File: config.mk
export PLATFORM = sky130hd
export DESIGN_NAME = keypad_scan
export DESIGN_NICKNAME = d
export VERILOG_FILES = /design/src/rtl/keypad_pkg.sv /design/src/rtl/keypad_scan_sync2.sv /design/src/rtl/keypad_scan.sv
export SDC_FILE = /design/constraint.sdc
export NUM_CORES = 1
export LEC_CHECK = 0
export CELL_PAD_IN_SITES_DETAIL_PLACEMENT = 0
export CELL_PAD_IN_SITES_GLOBAL_PLACEMENT = 1
export CORE_UTILIZATION = 50
export DETAILED_ROUTE_END_ITERATION = 8
export PLACE_DENSITY_LB_ADDON = 0.08
export SLEW_MARGIN = 20
export SYNTH_ARGS = -nofsm -noshare
export SYNTH_HDL_FRONTEND = slang
export SYNTH_SLANG_ARGS = --single-unit
File: constraint.sdc
create_clock -name clk -period 19.3 [get_ports clk]
set_input_delay 2.895 -clock clk [delete_from_list [all_inputs] [get_ports clk]]
set_output_delay 2.895 -clock clk [all_outputs]
set_load 0.02 [all_outputs]
File: src/rtl/keypad_pkg.sv
// Shared types and constants for the 4x4 keypad scanner.
// Row drive patterns are active-low one-hot, row 0 in the MSB.
package keypad_pkg;

  typedef enum logic [1:0] {
    IDLE,
    PRESS_PEND,
    HELD,
    REL_PEND
  } kp_state_t;

  typedef enum logic [1:0] {
    NONE,
    SINGLE,
    MULTI
  } scan_cls_t;

  localparam logic [3:0] ROW0 = 4'b0111;
  localparam logic [3:0] ROW1 = 4'b1011;
  localparam logic [3:0] ROW2 = 4'b1101;
  localparam logic [3:0] ROW3 = 4'b1110;

  function automatic logic [3:0] row_drive(
    input logic [1:0] idx
  );
    logic [3:0] r;
    case (idx)
      2'd0:    r = ROW0;
      2'd1:    r = ROW1;
      2'd2:    r = ROW2;
      default: r = ROW3;
    endcase
    return r;
  endfunction

endpackage

File: src/rtl/keypad_scan_sync2.sv
// Generic two-flop synchronizer for asynchronous inputs.
// Reset value is a parameter so idle pulled-up lines stay inactive.
module sync2 #(
  parameter int           W       = 1,
  parameter logic [W-1:0] RST_VAL = '0
) (
  input  logic         clk,
  input  logic         rst,
  input  logic [W-1:0] i_d,
  output logic [W-1:0] o_q
);

  logic [W-1:0] r_s1;
  logic [W-1:0] r_s2;

  always_ff @(posedge clk) begin
    if (rst) begin
      r_s1 <= RST_VAL;
      r_s2 <= RST_VAL;
    end else begin
      r_s1 <= i_d;
      r_s2 <= r_s1;
    end
  end

  assign o_q = r_s2;

endmodule

File: src/rtl/keypad_scan.sv
// 4x4 matrix keypad scanner: rotating row drive, per-scan press map,
// anti-ghosting classification and press/release debounce FSM.
module keypad_scan
  import keypad_pkg::*;
#(
  parameter int SCAN_DIV       = 8192,
  parameter int DEBOUNCE_SCANS = 4
) (
  input  logic       clk,
  input  logic       rst,
  input  logic [3:0] col,
  output logic [3:0] row,
  output logic [3:0] key,
  output logic       key_valid,
  output logic       key_held
);

  localparam int DW = $clog2(SCAN_DIV);
  localparam int CW = $clog2(DEBOUNCE_SCANS + 1);
  localparam logic [DW-1:0] DIV_LAST = DW'(SCAN_DIV - 1);
  localparam logic [CW-1:0] CNT_THR = CW'(DEBOUNCE_SCANS);

  logic [3:0] w_col_s;
  logic [3:0] w_hits;
  logic       w_slot_end;

  logic [DW-1:0] r_div;
  logic [1:0]    r_ridx;
  logic [3:0]    r_row;
  logic          r_scan_done;
  logic [15:0]   r_map;

  sync2 #(
    .W       (4),
    .RST_VAL (4'hF)
  ) u_sync (
    .clk (clk),
    .rst (rst),
    .i_d (col),
    .o_q (w_col_s)
  );

  // col[3] is column 0, so reverse into column order
  assign w_hits = ~{w_col_s[0], w_col_s[1], w_col_s[2], w_col_s[3]};
  assign w_slot_end = (r_div == DIV_LAST);

  always_ff @(posedge clk) begin
    if (rst) begin
      r_div       <= '0;
      r_ridx      <= '0;
      r_row       <= ROW0;
      r_scan_done <= 1'b0;
      r_map       <= '0;
    end else begin
      r_scan_done <= w_slot_end && (r_ridx == 2'd3);
      if (w_slot_end) begin
        r_div  <= '0;
        r_ridx <= r_ridx + 2'd1;
        r_row  <= row_drive(r_ridx + 2'd1);
      end else begin
        r_div <= r_div + DW'(1);
      end
      if (r_scan_done) begin
        r_map <= '0;
      end else if (w_slot_end) begin
        r_map <= r_map | ({12'd0, w_hits} << {r_ridx, 2'b00});
      end
    end
  end

  logic [4:0] w_ones;
  logic [3:0] w_idx;
  scan_cls_t  w_cls;

  always_comb begin
    w_ones = '0;
    w_idx  = '0;
    for (int i = 0; i < 16; i++) begin
      if (r_map[i]) begin
        w_ones = w_ones + 5'd1;
        w_idx  = 4'(i);
      end
    end
    w_cls = MULTI;
    if (w_ones == 5'd0) begin
      w_cls = NONE;
    end else if (w_ones == 5'd1) begin
      w_cls = SINGLE;
    end
  end

  kp_state_t     r_state;
  logic [CW-1:0] r_cnt;
  logic [3:0]    r_cand;
  logic [3:0]    r_key;
  logic          r_valid;
  logic          r_held;
  logic [CW-1:0] w_cnt_inc;
  logic          w_same;
  logic          w_thr;

  assign w_cnt_inc = r_cnt + CW'(1);
  assign w_thr     = (w_cnt_inc == CNT_THR);
  assign w_same    = (w_cls == SINGLE) && (w_idx == r_cand);

  always_ff @(posedge clk) begin
    if (rst) begin
      r_state <= IDLE;
      r_cnt   <= '0;
      r_cand  <= '0;
      r_key   <= '0;
      r_valid <= 1'b0;
      r_held  <= 1'b0;
    end else begin
      r_valid <= 1'b0;
      if (r_scan_done) begin
        case (r_state)
          IDLE: begin
            if (w_cls == SINGLE) begin
              r_cand  <= w_idx;
              r_cnt   <= CW'(1);
              r_state <= PRESS_PEND;
            end
          end
          PRESS_PEND: begin
            if (!w_same) begin
              r_state <= IDLE;
            end else if (w_thr) begin
              r_key   <= r_cand;
              r_valid <= 1'b1;
              r_held  <= 1'b1;
              r_state <= HELD;
            end else begin
              r_cnt <= w_cnt_inc;
            end
          end
          HELD: begin
            // only a fully empty scan starts release
            if (w_cls == NONE) begin
              r_cnt   <= CW'(1);
              r_state <= REL_PEND;
            end
          end
          REL_PEND: begin
            if (w_cls != NONE) begin
              r_state <= HELD;
            end else if (w_thr) begin
              r_held  <= 1'b0;
              r_state <= IDLE;
            end else begin
              r_cnt <= w_cnt_inc;
            end
          end
          default: r_state <= IDLE;
        endcase
      end
    end
  end

  assign row       = r_row;
  assign key       = r_key;
  assign key_valid = r_valid;
  assign key_held  = r_held;

endmodule

==> flow_metrics.py, run 1 <==
metrics = {
    "route": {
        "wl_per_cell_um": 14.5,
        "vias": 3631,
        "vias_per_cell": 5.63,
        "wirelength_mm": 9.35,
        "ant_nets": 0,
        "drt_pass1_iterations": 5,
        "drt_iter0_markers": 136,
        "route.detailed.drc": 0,
    },
    "synth": {
        "async_flop_share": 0,
        "yosysWarnings": 0,
        "syn_area_per_cell_um2": 8.48,
        "ys_seq_area_frac": 0.261,
        "ys_ff_latch": 59,
        "syn_nets": 561,
        "synthFlopType": "dfxtp_1",
        "synthCells": 533,
        "syn-cell-area_um2": 4520,
        "synth-edff-count": 0,
        "netlist-cell-type-count": 79,
    },
    "power": {
        "p_leak_nw": 1.98,
        "power.total_uw": 233,
        "ir_worst_vdd_uv": 56.7,
        "p_per_area_nw_per_um2": 47.8,
    },
    "cts": {
        "cts_made_buffers": 9,
        "cts_tree": "done",
        "cts.sinks": 59,
        "cts_root_buffer": "clkbuf_8",
        "cts_setup_buffers": 0,
        "cts.reportedPaths.clkPinSlew_ns": 0.08,
        "clock_latency_ns": 0.34,
        "ctsHoldBuffers": 0,
        "cts.path.max_buffers": 2,
        "h-tree-depth": 3,
        "cts.repair.resized": 0,
    },
    "finish": {
        "fillers": 822,
        "diodes": 0,
        "fin_util": 0.559,
        "drive_gt1_frac": 0.101,
        "layout_common_cells": "59 x dfxtp_1, 53 x nor2_1, 52 x nand2_1, 29 x a21oi_1, 27 x xnor2_1",
        "syn2layout_area_growth_pct": 7.81,
        "layout_commonest_cell": "dfxtp_1",
        "fin_nets": 560,
    },
    "floorplanning": {
        "core-area_um2": 8720,
        "die_h_um": 97.1,
        "start_util": 0.518,
        "ios": 16,
        "num_rows": 34,
        "die-area_um2": 9430,
        "die_x_um": 97.1,
    },
    "sta": {
        "relSlewSlack": 0.450,
        "drv_slew": 0,
        "max_freq_ghz": 0.0928,
        "setup_tns_ns": 0,
        "tightest_slew_ns": 0.823,
        "finalSetupViolations": 0,
        "period_needed_ns": 10.77,
        "final_hold_viol_count": 0,
        "rsz0062_at_grt": "false",
        "fin_skew_ns": 0.0135,
        "fin_ws_ns": 8.53,
        "fin_crit_sh": 0.558,
    },
    "setup_path": {
        "crit_required_ns": 19.52,
        "arrival_ns": 10.99,
        "worst-setup-path-type": "reg -> reg",
        "cp_slowest_cell": "or4_1",
        "crit_start": "r_map[1]$_SDFFE_PP0P_",
        "cp_common_cell": "ha_1",
        "crit_path_end_kind": "register",
        "crit_fanout": 11,
        "r2r-start": "r_map[1]$_SDFFE_PP0P_",
        "critical-path-max-stage-delay_ns": 0.66,
        "cp-start-kind": "register",
    },
    "placed_design": {
        "gp_congestion": 0.800,
        "numPortBuffers": 15,
        "post-place-ws_ns": 8.56,
        "dp_hpwl_mm": 7.03,
    },
    "grt": {
        "track_usage": 0.213,
        "overflow": 0,
        "grt_start_max_net_pins": 25,
        "antenna_found_initial": 0,
        "grt_pass1_wl_mm": 16.6,
        "grt_pass1_vias": 3566,
    },
    "hold_path": {
        "hp-class": "reg -> reg",
        "hp-start": "u_sync.r_s1[1]$_SDFF_PP1_",
    },
    "run_status": {
        "status": "completed",
    },
    "run": {
        "drv_cap": 0,
    },
}
-- flip-flops by register name, indices dropped and copies added (netlist names) --
name and count:
key_held 1, u_sync.o_q 4, r_map 16, u_sync.r_s1 4, key_valid 1, r_div 13, row 4, r_scan_done 1
r_cand 4, r_ridx 2, key 4, r_state 2, r_cnt 3
-- critical path, delay by kind of cell (launching register included) --
kind | cells | cell delay [ns]
adders and majority gates | 14 | 4.35
and+or+nand+nor | 14 | 2.58
AOI/OAI and AO/OA | 9 | 1.47
xor gates and xnor gates | 1 | 0.19
muxes | 6 | 1.37
buffers and inverters | 4 | 0.30
DFF | 1 | 0.39
-- layout make-up --
cell class | instances | area [um^2] | area share
Inverter | 26 | 97.6 | 0.0200
Multi-Input combinational cell | 421 | 3130 | 0.641
Clock buffer | 9 | 124 | 0.0254
Clock inverter | 7 | 60.1 | 0.0123
Timing Repair Buffer | 15 | 150 | 0.0308
Sequential cell | 59 | 1180 | 0.242
Tap cell | 108 | 135 | 0.0277
-- path summary, 6_finish.rpt --
path                            slack [ns]                       end  depth (start not counted)
worst min register to register        0.40  u_sync.o_q[1]$_SDFF_PP1_                          1
worst max-delay path                  8.53    r_cand[2]$_SDFFE_PP0P_                         48
worst max register to register        8.53    r_cand[2]$_SDFFE_PP0P_                         48
worst min-delay path                  0.40  u_sync.o_q[1]$_SDFF_PP1_                          1
-- routing by layer --
| layer | global-route usage | part of all wire | vias to the layer above |
|---|---|---|---|
| met5 | 0 | 0 | - |
| met4 | 0.0815 | 0.024 | 0 |
| met3 | 0.0302 | 0.018 | 18 |
| met2 | 0.361 | 0.48 | 33 |
| met1 | 0.273 | 0.48 | 1691 |
| li1 | - | - | 1889 |
-- per-stage QoR --
stage / area, um^2 / hold WS (ns) / cells
4_1_cts: 4870 / 0.409 / 645
2_1_floorplan: 4520 / 0.389 / 533
3_3_place_gp: 4690 / 0.392 / 629
3_5_place_dp: 4690 / 0.393 / 629
6_report: 4870 / 0.404 / 645
5_1_grt: 4870 / 0.427 / 645
-- cells in the mapped netlist (all sizes together), types with 15 or more instances --
cell,n,area (um^2)
xnor2,29,292
or2,15,93.8
nor2,53,199
a21oi,29,145
nand2,52,195
ha,22,275
xor2,21,184
clkbuf,19,71.3
dfxtp,59,1180
inv,24,90.1
nand3,15,80.1
mux2i,16,164
-- power by group --
group / leakage (nW) / switching [mW] / total (mW) / internal, mW
clock network: 0.0844 / 0.0552 / 0.104 / 0.0484
logic: 1.42 / 0.00301 / 0.00547 / 0.00246
registers: 0.478 / 0.000841 / 0.124 / 0.123
total: 1.98 / 0.0591 / 0.233 / 0.174
-- cells by family after synthesis --
| logic type | share of synthesized area |
|---|---|
| adder cells (fa/ha/maj) | 0.0631 |
| multiplexers | 0.0620 |
| XOR/XNOR | 0.171 |
| AND/OR/NAND/NOR | 0.234 |
| AO/OA/AOI/OAI | 0.161 |
| flip-flops | 0.261 |
| buffers and inverters | 0.0473 |
(Power assumes the default switching activity.)
==> run 2, diff against run 1 <==
- CORE_UTILIZATION: 50 -> 43
- clock period: 19.3 -> 8.8 ns (I/O delays scaled with it)
==> flow_metrics.py, run 2 (synthesized netlist as in run 1, its figures left out) <==
metrics = {
    "cts": {
        "cts_tree": "done",
        "ctsHoldBuffers": 0,
        "cts.sinks": 59,
        "cts.reportedPaths.clkPinSlew_ns": 0.08,
        "clock_latency_ns": 0.34,
        "h-tree-depth": 3,
        "cts.path.max_buffers": 2,
        "cts_made_buffers": 9,
        "cts_root_buffer": "clkbuf_8",
    },
    "sta": {
        "fin_skew_ns": 0.0129,
        "max_freq_ghz": 0.114,
        "period_needed_ns": 8.81,
        "rsz0062_at_grt": "true",
        "drv_slew": 0,
        "final_hold_viol_count": 0,
        "fin_ws_ns": -0.00714,
        "relSlewSlack": 0.451,
        "tightest_slew_ns": 0.821,
        "finalSetupViolations": 1,
        "fin_crit_sh": 1.00,
    },
    "run_status": {
        "status": "complete, but fails checks",
        "violations": "setup timing",
    },
    "floorplanning": {
        "die_h_um": 105,
        "num_rows": 37,
        "ios": 16,
        "start_util": 0.440,
        "die-area_um2": 10900,
        "core-area_um2": 10300,
        "die_x_um": 105,
    },
    "hold_path": {
        "hp-start": "u_sync.r_s1[1]$_SDFF_PP1_",
        "holdPathStages": 1,
        "hp-class": "reg -> reg",
        "holdPathEnd": "u_sync.o_q[1]$_SDFF_PP1_",
    },
    "finish": {
        "largest_register_ffs": 16,
        "drive_gt1_frac": 0.272,
        "reg_top3": "r_map x16, r_div x13",
        "fin_nets": 623,
        "layout_common_cells": "61 x buf_4, 57 x dfxtp_1, 50 x nor2_1, 45 x nand2_1, 27 x a21oi_1",
        "layout_commonest_cell": "buf_4",
        "syn2layout_area_growth_pct": 27.5,
        "diodes": 0,
        "largest-register": "r_map",
        "final_cells": 736,
    },
    "route": {
        "wl_per_cell_um": 14.8,
        "vias_per_cell": 5.46,
        "vias": 4020,
        "ant_nets": 0,
        "drt_pass1_iterations": 4,
        "drt_iter0_markers": 183,
        "route.detailed.drc": 0,
        "wirelength_mm": 10.9,
    },
    "grt": {
        "grt_pass1_vias": 4123,
        "grt_start_max_net_pins": 25,
        "antenna_found_initial": 0,
        "grt_pass1_wl_mm": 18.7,
        "overflow": 0,
        "track_usage": 0.209,
    },
    "setup_path": {
        "r2r-start": "r_map[0]$_SDFFE_PP0P_",
        "crit_path_end_kind": "register",
        "regToRegEndpoint": "r_cand[2]$_SDFFE_PP0P_",
        "r2r_setup_slack_ns": -0.007,
        "cp_slowest_cell": "or4_4",
        "worst-setup-path-type": "reg -> reg",
        "crit_fanout": 4,
        "r2r_cells": 46,
        "cp_common_cell": "ha_4",
        "cp-start-kind": "register",
        "critical-path-max-stage-delay_ns": 0.50,
        "arrival_ns": 9.03,
        "crit_required_ns": 9.02,
    },
    "power": {
        "p_leak_nw": 2.36,
        "internal_power_uw": 410,
        "p_per_area_nw_per_um2": 93.8,
        "ir_worst_vdd_uv": 135,
        "switchingPower_uw": 130,
        "p_clk_frac": 0.476,
        "pwr-share-seq": 0.502,
        "combinationalPowerShare": 0.022,
        "swShare": 0.241,
    },
    "placed_design": {
        "gp_congestion": 0.786,
        "placed_cells": 689,
        "dp_hpwl_mm": 7.77,
        "post-place-ws_ns": -0.272,
        "numPortBuffers": 15,
    },
    "run": {
        "drv_cap": 0,
    },
}
run 2: power groups by stage:
stage | registers, mW | logic, mW | clock network (mW)
after floorplan | 0.278 | 0.00694 | 0
final | 0.271 | 0.0121 | 0.257
after CTS | 0.271 | 0.0124 | 0.264
after detailed placement | 0.278 | 0.0123 | 0
after global routing | 0.272 | 0.0139 | 0.275
after global placement | 0.278 | 0.0121 | 0
run 2: area by class of cell:
| class | instances | area [um^2] |
|---|---|---|
| clock buffers | 9 | 124 |
| clock inverters | 7 | 83.8 |
| fillers | 971 | 4510 |
| inverters | 26 | 100 |
| multi-input cells | 421 | 3470 |
| flip-flops and latches | 59 | 1190 |
| well taps | 136 | 170 |
| repair buffers | 78 | 631 |
run 2: layer usage:
layer	vias to the layer above	global-route usage	routed length [um]
li1	2020	-	-
met1	1909	0.248	4840
met2	66	0.377	5540
met3	25	0.0181	227
met4	0	0.0980	276
met5	-	0	0
run 2: timing repair:
item / 4_1_cts / 5_1_grt
gates resized for setup: 19 / 23
pin swaps: 17 / 12
buffers inserted: 24 / 8
hold endpoints to repair: 0 / 0
endpoints found under the setup margin: 14 / 15
run 2: worst max-delay path by stage:
stage	startpoint	end	slack, ns	cells past startpoint
2_1_floorplan	r_map[1]$_SDFFE_PP0P_	r_cand[2]$_SDFFE_PP0P_	-0.20	50
3_3_place_gp	r_map[0]$_SDFFE_PP0P_	r_cand[2]$_SDFFE_PP0P_	-0.05	48
3_5_place_dp	r_map[0]$_SDFFE_PP0P_	r_cand[2]$_SDFFE_PP0P_	-0.27	49
4_1_cts	r_map[0]$_SDFFE_PP0P_	r_cand[2]$_SDFFE_PP0P_	0.007	47
5_1_grt	r_map[0]$_SDFFE_PP0P_	r_cand[2]$_SDFFE_PP0P_	-0.41	48
6_report	r_map[0]$_SDFFE_PP0P_	r_cand[2]$_SDFFE_PP0P_	-0.007	46
run 2: critical path: cells and delay by family (launching register included):
family,cells,cell delay [ns]
AOI/OAI and AO/OA,10,1.02
xor gates and xnor gates,1,0.33
adders and majority gates,13,3.24
buffers and inverters,2,0.21
DFF,1,0.37
muxes,6,1.39
and+or+nand+nor,14,2.12
run 2: metrics by stage:
stage | area [um^2] | setup TNS, ns | util | power [mW] | hold slack (ns)
6_report | 5770 | -0.00714 | 0.561 | 0.541 | 0.403
5_1_grt | 5770 | -4.67 | 0.561 | 0.561 | 0.419
4_1_cts | 5620 | 0 | 0.547 | 0.548 | 0.405
3_5_place_dp | 5130 | -2.16 | 0.499 | 0.290 | 0.397
3_3_place_gp | 5130 | -0.148 | 0.499 | 0.290 | 0.394
2_1_floorplan | 4700 | -0.250 | - | 0.285 | 0.389
